File: src/rtl/mixed_b_mem_arbiter_pkg.sv
// mixedInclude_package / mixed_b_mem_arb_package: B memory geometry plus arbiter types.
// No ports; BSIZE/BSIZE_LOG2 describe the B macro, the second package holds state, response and address types.
package mixedInclude_package;
  localparam int BSIZE = 10;
  localparam int BSIZE_LOG2 = 4;
endpackage

package mixed_b_mem_arb_package;
  import mixedInclude_package::*;
  typedef enum logic {INIT, RUN} state_t;
  typedef logic [BSIZE_LOG2-1:0] b_addr_t;
  typedef struct packed {
    logic [2:0] id;
    logic [31:0] data;
    logic err;
  } rsp_t;
endpackage

File: src/rtl/mixed_b_mem_arbiter_rr.sv
// rr_arbiter: combinational round-robin pick among eligible requesters.
// Ports: i_elig eligible vector, i_ptr search start, o_grant one-hot winner, o_idx winner index, o_any a winner exists.
module rr_arbiter #(
  parameter int NUM_REQ = 2,
  parameter int ID_W = (NUM_REQ > 1) ? $clog2(NUM_REQ) : 1
) (
  input  logic [NUM_REQ-1:0] i_elig,
  input  logic [ID_W-1:0]    i_ptr,
  output logic [NUM_REQ-1:0] o_grant,
  output logic [ID_W-1:0]    o_idx,
  output logic               o_any
);
  logic [NUM_REQ-1:0] w_rot;
  assign w_rot = NUM_REQ'({i_elig, i_elig} >> i_ptr);
  // Scan downwards so the closest eligible requester after the pointer is assigned last and wins.
  always_comb begin
    o_any = 1'b0;
    o_idx = '0;
    for (int k = NUM_REQ - 1; k >= 0; k--) begin
      if (w_rot[k]) begin
        o_any = 1'b1;
        o_idx = ID_W'((int'(i_ptr) + k) % NUM_REQ);
      end
    end
    o_grant = o_any ? NUM_REQ'(1) << o_idx : '0;
  end
endmodule

File: src/rtl/mixed_b_mem_arbiter.sv
// mixed_b_mem_arbiter: clears the B memory, then shares its single port among NUM_REQ requesters.
// Ports: clk, rst (async, active-high); req_* per-requester valid/ready/we/addr/wdata;
// rsp_* held, backpressured read response (id, data, err); init_done; mem_* memory port and mem_rdata.
module mixed_b_mem_arbiter
  import mixedInclude_package::*;
  import mixed_b_mem_arb_package::*;
#(
  parameter int NUM_REQ = 2,
  parameter int DATA_W = 32,
  parameter int ID_W = (NUM_REQ > 1) ? $clog2(NUM_REQ) : 1
) (
  input  logic                                 clk,
  input  logic                                 rst,
  input  logic [NUM_REQ-1:0]                   req_valid,
  output logic [NUM_REQ-1:0]                   req_ready,
  input  logic [NUM_REQ-1:0]                   req_we,
  input  logic [NUM_REQ-1:0][BSIZE_LOG2-1:0]   req_addr,
  input  logic [NUM_REQ-1:0][DATA_W-1:0]       req_wdata,
  output logic                                 rsp_valid,
  input  logic                                 rsp_ready,
  output logic [ID_W-1:0]                      rsp_id,
  output logic [DATA_W-1:0]                    rsp_data,
  output logic                                 rsp_err,
  output logic                                 init_done,
  output logic                                 mem_en,
  output logic                                 mem_we,
  output logic [BSIZE_LOG2-1:0]                mem_addr,
  output logic [DATA_W-1:0]                    mem_wdata,
  input  logic [DATA_W-1:0]                    mem_rdata
);
  state_t r_state, w_next;
  b_addr_t r_cnt, w_addr;
  logic [ID_W-1:0] r_ptr, r_rd_id, r_rsp_id, w_gidx;
  logic [DATA_W-1:0] r_rsp_data, w_wdata;
  logic [NUM_REQ-1:0] w_elig, w_grant;
  logic r_rd_inflight, r_rd_err, r_rsp_valid, r_rsp_err, r_init_done;
  logic w_any, w_we, w_err, w_init, w_acc;
  // Reads wait for an empty response path; writes never do.
  assign w_elig = (r_state == RUN) ? req_valid & (req_we | {NUM_REQ{~r_rd_inflight & ~r_rsp_valid}}) : '0;
  rr_arbiter #(.NUM_REQ(NUM_REQ), .ID_W(ID_W)) u_rr (
    .i_elig (w_elig),
    .i_ptr  (r_ptr),
    .o_grant(w_grant),
    .o_idx  (w_gidx),
    .o_any  (w_any)
  );
  assign w_addr = req_addr[w_gidx];
  assign w_we = req_we[w_gidx];
  assign w_wdata = req_wdata[w_gidx];
  assign w_err = w_addr > b_addr_t'(BSIZE - 1);
  // The clear sequence is gated by rst so the port stays idle while reset is held.
  assign w_init = (r_state == INIT) & ~rst;
  assign w_acc = w_any & ~w_err;
  assign req_ready = w_grant;
  assign rsp_valid = r_rsp_valid;
  assign rsp_id = r_rsp_id;
  assign rsp_data = r_rsp_data;
  assign rsp_err = r_rsp_err;
  assign init_done = r_init_done;
  always_comb begin
    w_next = (r_state == INIT && r_cnt == b_addr_t'(BSIZE - 1)) ? RUN : r_state;
    mem_en = w_init | w_acc;
    mem_we = w_init | (w_acc & w_we);
    mem_addr = w_init ? r_cnt : w_acc ? w_addr : '0;
    mem_wdata = (w_acc & w_we) ? w_wdata : '0;
  end
  always_ff @(posedge clk or posedge rst) begin
    if (rst) begin
      r_state <= INIT;
      r_cnt <= '0;
      r_ptr <= '0;
      r_rd_inflight <= 1'b0;
      r_rd_id <= '0;
      r_rd_err <= 1'b0;
      r_rsp_valid <= 1'b0;
      r_rsp_id <= '0;
      r_rsp_data <= '0;
      r_rsp_err <= 1'b0;
      r_init_done <= 1'b0;
    end else begin
      r_state <= w_next;
      if (r_state == INIT) r_cnt <= r_cnt + b_addr_t'(1);
      if (w_next == RUN) r_init_done <= 1'b1;
      if (w_any) r_ptr <= (w_gidx == ID_W'(NUM_REQ - 1)) ? '0 : w_gidx + ID_W'(1);
      if (w_any & ~w_we) begin
        r_rd_inflight <= 1'b1;
        r_rd_id <= w_gidx;
        r_rd_err <= w_err;
      end
      if (r_rd_inflight) begin
        r_rd_inflight <= 1'b0;
        r_rsp_valid <= 1'b1;
        r_rsp_id <= r_rd_id;
        r_rsp_data <= r_rd_err ? '0 : mem_rdata;
        r_rsp_err <= r_rd_err;
      end else if (r_rsp_valid & rsp_ready) begin
        r_rsp_valid <= 1'b0;
      end
    end
  end
endmodule

File: config.mk
export PLATFORM = sky130hd
export DESIGN_NAME = mixed_b_mem_arbiter
export DESIGN_NICKNAME = d
export VERILOG_FILES = /design/src/rtl/mixed_b_mem_arbiter_pkg.sv /design/src/rtl/mixed_b_mem_arbiter_rr.sv /design/src/rtl/mixed_b_mem_arbiter.sv
export SDC_FILE = /design/constraint.sdc
export NUM_CORES = 1
export LEC_CHECK = 0
export ABC_AREA = 1
export CORE_ASPECT_RATIO = 0.75
export CORE_MARGIN = 10
export CORE_UTILIZATION = 65
export DETAILED_ROUTE_END_ITERATION = 8
export DONT_BUFFER_PORTS = 1
export GPL_TIMING_DRIVEN = 0
export PLACE_DENSITY_LB_ADDON = 0.12
export REMOVE_ABC_BUFFERS = 1
export SLEW_MARGIN = 20
export SYNTH_ARGS = -nofsm -noshare
export SYNTH_HDL_FRONTEND = slang
export SYNTH_SLANG_ARGS = --single-unit
File: constraint.sdc
create_clock -name clk -period 3.65 [get_ports clk]
set_input_delay 0.365 -clock clk [delete_from_list [all_inputs] [get_ports clk]]
set_output_delay 0.365 -clock clk [all_outputs]
set_load 0.05 [all_outputs]
# Word level (Yosys, flattened, before mapping)
# Cells that the tools add are included.
# op_classes
add_sub_neg,3
magnitude_cmp,2
eq_ne,1
shifts,2
mux,22
bitwise_logic,16
n_reduce_logical,2
# op_table
cell,n
32-bit 2-to-1 mux,4
4-bit 2-to-1 mux,4
1-bit 2-to-1 mux,12
1-bit bitwise AND,6
1-bit NOT,6
4-bit by 1-bit adder with 4-bit output (second input constant),1
4-bit equality test (second input constant),1
4-bit greater-than comparator (second input constant),1
2-bit 2-to-1 mux,2
4-bit by 1-bit right shift with 2-bit output,1
1-bit adder (second input constant),2
2-bit bitwise AND,1
1-bit by 2-bit less-than comparator with 1-bit output (second input constant),1
1-bit OR,2
2-bit OR,1
2-bit nonzero test,1
1-bit by 1-bit left shift with 2-bit output (first input constant),1
1-bit logical AND,1
# totals
register_bits,45
input_bits,111
out_inout_bits,76
word_cells,59

# Logic depth before layout (Yosys ltp)
# Gate-level depths: netlist (run 1).
# depth
ltp_word,15
ltp_mapped,12
ltp_nobuf,10

# Cells and area by module
# From an unflattened synthesis (run 1), not the netlist that was laid out.
# unflattened
hier_cells,247
area_unflattened_um2,2393.5
# by_module_without_submodules
mod,n_inst,cells_per_inst,area_each_um2,seq_area_each_um2
mixed_b_mem_arbiter,1,240,2363.5,1126.1
rr_arbiter,1,7,30.0,0.0

# Worst setup path before layout (run 1)
# OpenSTA, ideal clock, no wires.
# synth_timing
path_kind,flip-flop to output port
startpoint,"register r_rsp_valid, in the netlist rsp_valid"
endpoint,output port mem_wdata[23]
t_arrival_ns,2.308
required_ns,3.285
path_slack_ns,0.977
path_stages_with_launch,11
path_buffers,1
cell_sequence,dfrtp_1 nor2_1 nor2_1 nor2_4 nand2_4 inv_2 buf_2 nand2_1 nand2_1 inv_1 nor2_1
# synth_via
elab_chain_cells,15
word_cells_on_any_way,21
classes_between,order compare: 1; shift: 1; mux: 12; bitwise: 7
# synth_rtl
element,line_no,source
from (decl),mixed_b_mem_arbiter.sv:36,"logic r_rd_inflight, r_rd_err, r_rsp_valid, r_rsp_err, r_init_done;"
from (signal assigned),mixed_b_mem_arbiter.sv:75,r_rsp_valid <= 1'b0;
from (signal assigned),mixed_b_mem_arbiter.sv:92,r_rsp_valid <= 1'b1;
from (signal assigned),mixed_b_mem_arbiter.sv:97,r_rsp_valid <= 1'b0;
1-bit NOT (*),mixed_b_mem_arbiter.sv:39,assign w_elig = (r_state == RUN) ? req_valid & (req_we | {NUM_REQ{~r_rd_inflight & ~r_rsp_valid}}) : '0;
1-bit bitwise AND (*),mixed_b_mem_arbiter.sv:39,
2-bit OR (*),mixed_b_mem_arbiter.sv:39,
2-bit bitwise AND (*),mixed_b_mem_arbiter.sv:39,
2-bit 2-to-1 mux (*),mixed_b_mem_arbiter.sv:39,
4-bit by 1-bit right shift with 2-bit output (*),mixed_b_mem_arbiter_rr.sv:14,"assign w_rot = NUM_REQ'({i_elig, i_elig} >> i_ptr);"
1-bit 2-to-1 mux (2 in series),mixed_b_mem_arbiter_rr.sv:20,if (w_rot[k]) begin
4-bit 2-to-1 mux (implied by the code) (2 in series),mixed_b_mem_arbiter.sv:47,assign w_addr = req_addr[w_gidx];
4-bit greater-than comparator,mixed_b_mem_arbiter.sv:50,assign w_err = w_addr > b_addr_t'(BSIZE - 1);
1-bit NOT,mixed_b_mem_arbiter.sv:53,assign w_acc = w_any & ~w_err;
1-bit bitwise AND,mixed_b_mem_arbiter.sv:53,
1-bit bitwise AND,mixed_b_mem_arbiter.sv:65,mem_wdata = (w_acc & w_we) ? w_wdata : '0;
32-bit 2-to-1 mux (*),mixed_b_mem_arbiter.sv:65,
to (decl),mixed_b_mem_arbiter.sv:28,"output logic [DATA_W-1:0] mem_wdata,"
# Every way passes the cells marked *; elsewhere a longest branch is shown, timed or not. The select of a mux whose other input is x is not followed.

# Worst setup path in the final report (run 1)
# layout_timing
startpoint,"register r_rsp_valid, in the netlist rsp_valid"
endpoint,output port mem_wdata[25]
# The elaborated chain is that of the path after synthesis.

==> results of run 1 <==
[flip-flops by register name (all words and copies together) (netlist names)]
register,flops
rsp_err,1
r_state,1
r_rd_err,1
r_ptr,1
rsp_valid,1
r_rd_id,1
rsp_data,32
rsp_id,1
r_rd_inflight,1
init_done,1
r_cnt,4
[power breakdown]
part / internal (uW) / switching, uW / total (uW)
Sequential: 651 / 674 / 1330
Combinational: 221 / 545 / 766
Clock: 135 / 163 / 298
[path summary, 6_finish.rpt]
| path | from | end | slack (ns) | cells past startpoint |
|---|---|---|---|---|
| worst max register to register | r_rd_inflight | rsp_data[0] | 1.20 | 3 |
| worst min-delay path | rsp_ready | rsp_valid | 0.16 | 1 |
| worst max-delay path | rsp_valid | mem_wdata[25] | 0.27 | 9 |
| worst min register to register | r_rd_err | r_rd_err | 0.56 | 2 |
| min in group asynchronous | rst | r_cnt[1] | 0.44 | 2 |
| max in group asynchronous | rst | rsp_valid | 2.75 | 3 |
[routing by layer]
layer | GRT usage | up-vias | wire, um
li1 | - | 1039 | -
met1 | 0.249 | 1030 | 2900
met5 | 0 | - | 0
met2 | 0.370 | 145 | 4060
met4 | 0.0392 | 0 | 129
met3 | 0.0925 | 12 | 863
[stage by stage]
stage / instance area, sq um / setup TNS (ns) / hold slack (ns)
2_1_floorplan: 2460 / 0 / 0.454
3_3_place_gp: 2520 / -0.0910 / 0.458
3_5_place_dp: 2550 / -1.80 / 0.180
4_1_cts: 2910 / 0 / 0.153
5_1_grt: 2940 / 0 / 0.152
6_report: 2940 / 0 / 0.158
[cell type report]
| class | instances | area (sq um) |
|---|---|---|
| tap | 52 | 65.1 |
| sequential | 45 | 1130 |
| multi-input combinational | 230 | 1420 |
| timing repair buffer | 3 | 50.0 |
| fill | 253 | 790 |
| clock buffer | 6 | 72.6 |
| clock inverter | 2 | 15.0 |
| inverter | 50 | 190 |
[logic make-up (layout without fill, tap and decap cells)]
group                    count (synthesis)  after routing  synth area share
AO/OA/AOI/OAI                           41             41             0.133
AND/OR/NAND/NOR                        183            184             0.294
flip-flops                              45             45             0.439
adder cells (fa/ha/maj)                  2              2           0.00976
buffers and inverters                   67             61             0.113
XOR/XNOR                                 3              3            0.0103
[timing repair]
| item | CTS | global route |
|---|---|---|
| gates resized for setup | 68 | 1 |
| setup buffers | 0 | 1 |
| pin swaps | 1 | 2 |
| gates cloned | 1 | 0 |
| setup endpoints to repair | 33 | 32 |
| hold endpoints to repair | 9 | 0 |
| hold buffers | 1 | 0 |
[worst reg2reg max path, delay by kind of cell (launching register included)]
family | cells | cell delay [ns]
flip-flops | 1 | 0.40
buffers and inverters | 1 | 0.79
AO/OA/AOI/OAI | 1 | 0.25
AND/OR/NAND/NOR | 1 | 0.95
[cells in the final DEF, fill, tap and decap left out, types with 2 or more instances in the layout]
cell,n
clkinv_1,2
ha_1,2
clkinvlp_4,2
nor2_1,8
dfrtp_1,44
nor2_4,34
clkbuf_8,5
xor2_1,2
a22o_1,32
nand3_4,2
inv_1,46
nand2_1,126
nand2_2,3
nand3b_1,3
buf_12,2
nand3_1,3
o21ai_0,4
==> results.toml, run 1 <==
[worst_setup_path]
crit_buf_inv = 1
critPathCaptureType = "primary output"
startpoint_type = "flip-flop"
crit_path_cell_trace = "o21ai_1, nand3_2, nand2_8, inv_4, nand2_1, nand2_2, nand2_4, nand3_4, nor2_4"
cp.arrival_ns = 3.01
worstSetupPathType = "reg2out"
worstPathRequired_ns = 3.28
critPathMaxFanout = 41
max_stage_delay_ns = 0.54
crit_family = "simple AND/OR/NAND/NOR gates"
cpMaxStageDelayCell = "dfrtp_2"

[yosys]
synthCells = 341
synth_most_common_cell = "nand2_1"
yosysWarnings = 0
ys_seq_elements = 45
yosys-top-cells-count = "nand2_1 (127), inv_1 (47), dfrtp_1 (45), nor2_1 (41), a22o_1 (32)"
synthFlopType = "dfrtp_1"
yosysTopAreaCellShare = 0.439
synth-seq-area-share = 0.439
synthArstFlopShare = 1.00
yosysUniqueCellTypes = 28
yosysTopAreaCell = "dfrtp_1"
synth.top_cells.by_area = "dfrtp_1 (44%), nand2_1 (19%), a22o_1 (11%), inv_1 (6.9%), nor2_1 (6.0%)"
syn-cell-area_sq_um = 2560
avgSynthCellArea_sq_um = 7.51
synth_edf_count = 0

[power_and_ir_drop]
p_per_area_nw_per_um2 = 812
p_total_uw = 2390
p_leak_uw = 0.00153
max-vdd-ir-drop_uv = 641

[finish]
final_util = 0.788
nets = 448
num_antenna_cells = 0
syn_to_final_growth_pct = 14.8
drive_gt1_frac = 0.167
fin_cells = 388

[placement]
dp_cells = 377
gp_congestion = 0.796
dp_worst_setup_slack_ns = -0.0897
port_buffers = 0
post-dp-hpwl_um = 5850

[cts]
cts_buffers = 5
cts_tree = "built"
clkSinkCount = 45
cts_max_level = 2
cts.path.max_buffers = 2
path_clk_slew_ns = 0.08
worstSkewPairLatency_ns = 0.29
root_buffer = "clkbuf_8"

[global_routing]
grt-ovfl-total = 0
grt_max_degree = 42
grt_pass1_vias = 2270
antenna_found_initial = 0
grt_pass1_wl_um = 11900
grt_usage = 0.215

[drt]
viasPerCell = 5.74
wl_per_cell_um = 20.5
vias = 2226
routed_wl_um = 7950
antenna_left = 0
drt_iter0_markers = 134
drtPass1Iterations = 4
drc = 0

[floorplanning]
core_region_area_sq_um = 3730
fp.dieH_um = 74.4
ios = 187
die_area_sq_um = 6880
dieWidth_um = 92.5
rows = 19
start_util = 0.687

[timing]
fmaxAchievable_mhz = 296
final.period_utilization = 0.925
maxSlewHeadroom = 0.338
finalClockSkew_ns = 0.00662
hold_viol = 0
fin_ws_ns = 0.273
rsz0062_at_grt = "no"
slew_violations = 0
worst_pin_slew_ns = 0.986
timing.final.crit_period_ns = 3.38
setup_viol = 0

[flow_run]
max-cap-violations = 0

[outcome]
status = "finished, final reports clean"

[worst_hold_path]
min_path_type = "in2reg"
No activity file was read; power rests on OpenSTA's default activity.
==> inputs of run 2 (changes only) <==
--- a/config.mk
+++ b/config.mk
@@ -12,6 +12,7 @@
 export DETAILED_ROUTE_END_ITERATION = 8
 export DONT_BUFFER_PORTS = 1
 export GPL_TIMING_DRIVEN = 0
+export HOLD_SLACK_MARGIN = 0.02
 export PLACE_DENSITY_LB_ADDON = 0.12
 export REMOVE_ABC_BUFFERS = 1
 export SLEW_MARGIN = 20
==> results of run 2 <==
Same layout as run 1: the final DEF is identical, and so are final timing and power.
==> inputs of run 3 (changes only) <==
--- a/config.mk
+++ b/config.mk
@@ -15,7 +15,7 @@
 export HOLD_SLACK_MARGIN = 0.02
 export PLACE_DENSITY_LB_ADDON = 0.12
 export REMOVE_ABC_BUFFERS = 1
-export SLEW_MARGIN = 20
+export SLEW_MARGIN = 0
 export SYNTH_ARGS = -nofsm -noshare
 export SYNTH_HDL_FRONTEND = slang
 export SYNTH_SLANG_ARGS = --single-unit
==> run 3 against run 2 <==
Cell count unchanged. Critical path depth stayed put. Wire length is 2.5% higher. Sequential power barely moved. Register-to-register slack gained 0.09 ns. Maximum frequency increased by 0.13%. Largest power group unchanged.
==> results.toml, run 3 (synthesized netlist as in run 1, its figures left out) <==
[worst_setup_path]
critPathCaptureType = "primary output"
worstSetupPathType = "reg2out"
cp.arrival_ns = 3.01
critPathMaxFanout = 41
startpoint_type = "flip-flop"
worstPathRequired_ns = 3.28

[global_routing]
grt_pass1_wl_um = 12200
grt_max_degree = 46
antenna_found_initial = 0
grt_usage = 0.224
grt-ovfl-total = 0
grt_pass1_vias = 2314

[floorplanning]
dieWidth_um = 92.5
core_region_area_sq_um = 3730
fp.dieH_um = 74.4
rows = 19
start_util = 0.687
ios = 187
die_area_sq_um = 6880

[power_and_ir_drop]
max-vdd-ir-drop_uv = 701
p_leak_uw = 0.00156
p_total_uw = 2500
p_per_area_nw_per_um2 = 840

[finish]
syn_to_final_growth_pct = 16.0
largest_reg_flops = 32
nets = 448
num_antenna_cells = 0
fin_cells = 388
final_common_cell = "nand2_1"
drive_gt1_frac = 0.170
layout_common_cells = "nand2_1 (126), inv_1 (46), dfrtp_1 (44)"
final_util = 0.796

[drt]
drt_iter0_markers = 115
antenna_left = 0
vias = 2198
viasPerCell = 5.66
routed_wl_um = 8150
wl_per_cell_um = 21.0
drtPass1Iterations = 5
drc = 0

[timing]
hold_viol = 0
worst_pin_slew_ns = 0.948
setup_viol = 0
maxSlewHeadroom = 0.364
timing.final.crit_period_ns = 3.37
setup_tns_ns = 0
rsz0062_at_grt = "no"
fmaxAchievable_mhz = 297
finalClockSkew_ns = 0.00652
final.period_utilization = 0.924
fin_ws_ns = 0.277
slew_violations = 0

[cts]
cts_buffers = 5
cts_max_level = 2
path_clk_slew_ns = 0.08
clkSinkCount = 45
cts_tree = "built"
worstSkewPairLatency_ns = 0.30
cts.path.max_buffers = 2
root_buffer = "clkbuf_8"

[placement]
gp_congestion = 0.796
port_buffers = 0
post-dp-hpwl_um = 5850
dp_cells = 377
dp_worst_setup_slack_ns = -0.0810

[outcome]
status = "finished, final reports clean"

[flow_run]
max-cap-violations = 0

[worst_hold_path]
min_path_type = "in2async"
[run 3: what timing repair did]
| action | CTS | global route |
|---|---|---|
| gates cloned | 1 | 0 |
| endpoints found under the setup margin | 33 | 33 |
| gates resized for setup | 68 | 1 |
| hold buffers | 0 | 0 |
| pin swaps | 1 | 2 |
| setup buffers | 0 | 2 |
[run 3: cell type report]
type,count,area (sq um)
Multi-Input combinational cell,230,1420
Sequential cell,45,1130
Fill cell,246,761
Inverter,50,190
Clock buffer,7,86.3
Tap cell,52,65.1
Timing Repair Buffer,3,55.1
Clock inverter,1,30.0
[run 3: critical path: stages (launching register included)]
cell and delay (ns):
dfrtp_2 0.54, o21ai_1 0.24, nand3_2 0.19, nand2_8 0.27, inv_4 0.23, nand2_1 0.14, nand2_2 0.08, nand2_4 0.14
nand3_4 0.39, nor2_4 0.46
[run 3: power by group]
part | internal (uW) | total [uW] | leakage (uW) | switching (uW)
combinational | 234 | 780 | 0.000942 | 546
clock | 223 | 388 | 0.0000585 | 164
sequential | 651 | 1330 | 0.000555 | 677
[run 3: per-stage QoR]
step           area [sq um]  hold slack [ns]
2_1_floorplan          2460            0.454
3_3_place_gp           2520            0.458
3_5_place_dp           2550            0.460
4_1_cts                2940            0.137
5_1_grt                2970            0.143
6_report               2970            0.124
[run 3: path summary, 6_finish.rpt]
check	start	endpoint	slack, ns	cells past startpoint
worst max-delay path	rsp_valid	mem_wdata[25]	0.28	9
worst min-delay path	rst	r_cnt[1]	0.12	1
worst max register to register	r_rd_inflight	rsp_data[0]	1.29	4
worst min register to register	r_rd_err	r_rd_err	0.53	2
max in group asynchronous	rst	rsp_valid	2.92	1
min in group clk	rsp_ready	rsp_valid	0.14	1
[run 3: per-layer routing]
| layer | part of all wire | track usage | up-vias |
|---|---|---|---|
| met5 | 0 | 0 | - |
| met4 | 0.016 | 0.0785 | 0 |
| met3 | 0.11 | 0.101 | 15 |
| met2 | 0.52 | 0.399 | 129 |
| met1 | 0.35 | 0.234 | 1020 |
| li1 | - | - | 1034 |
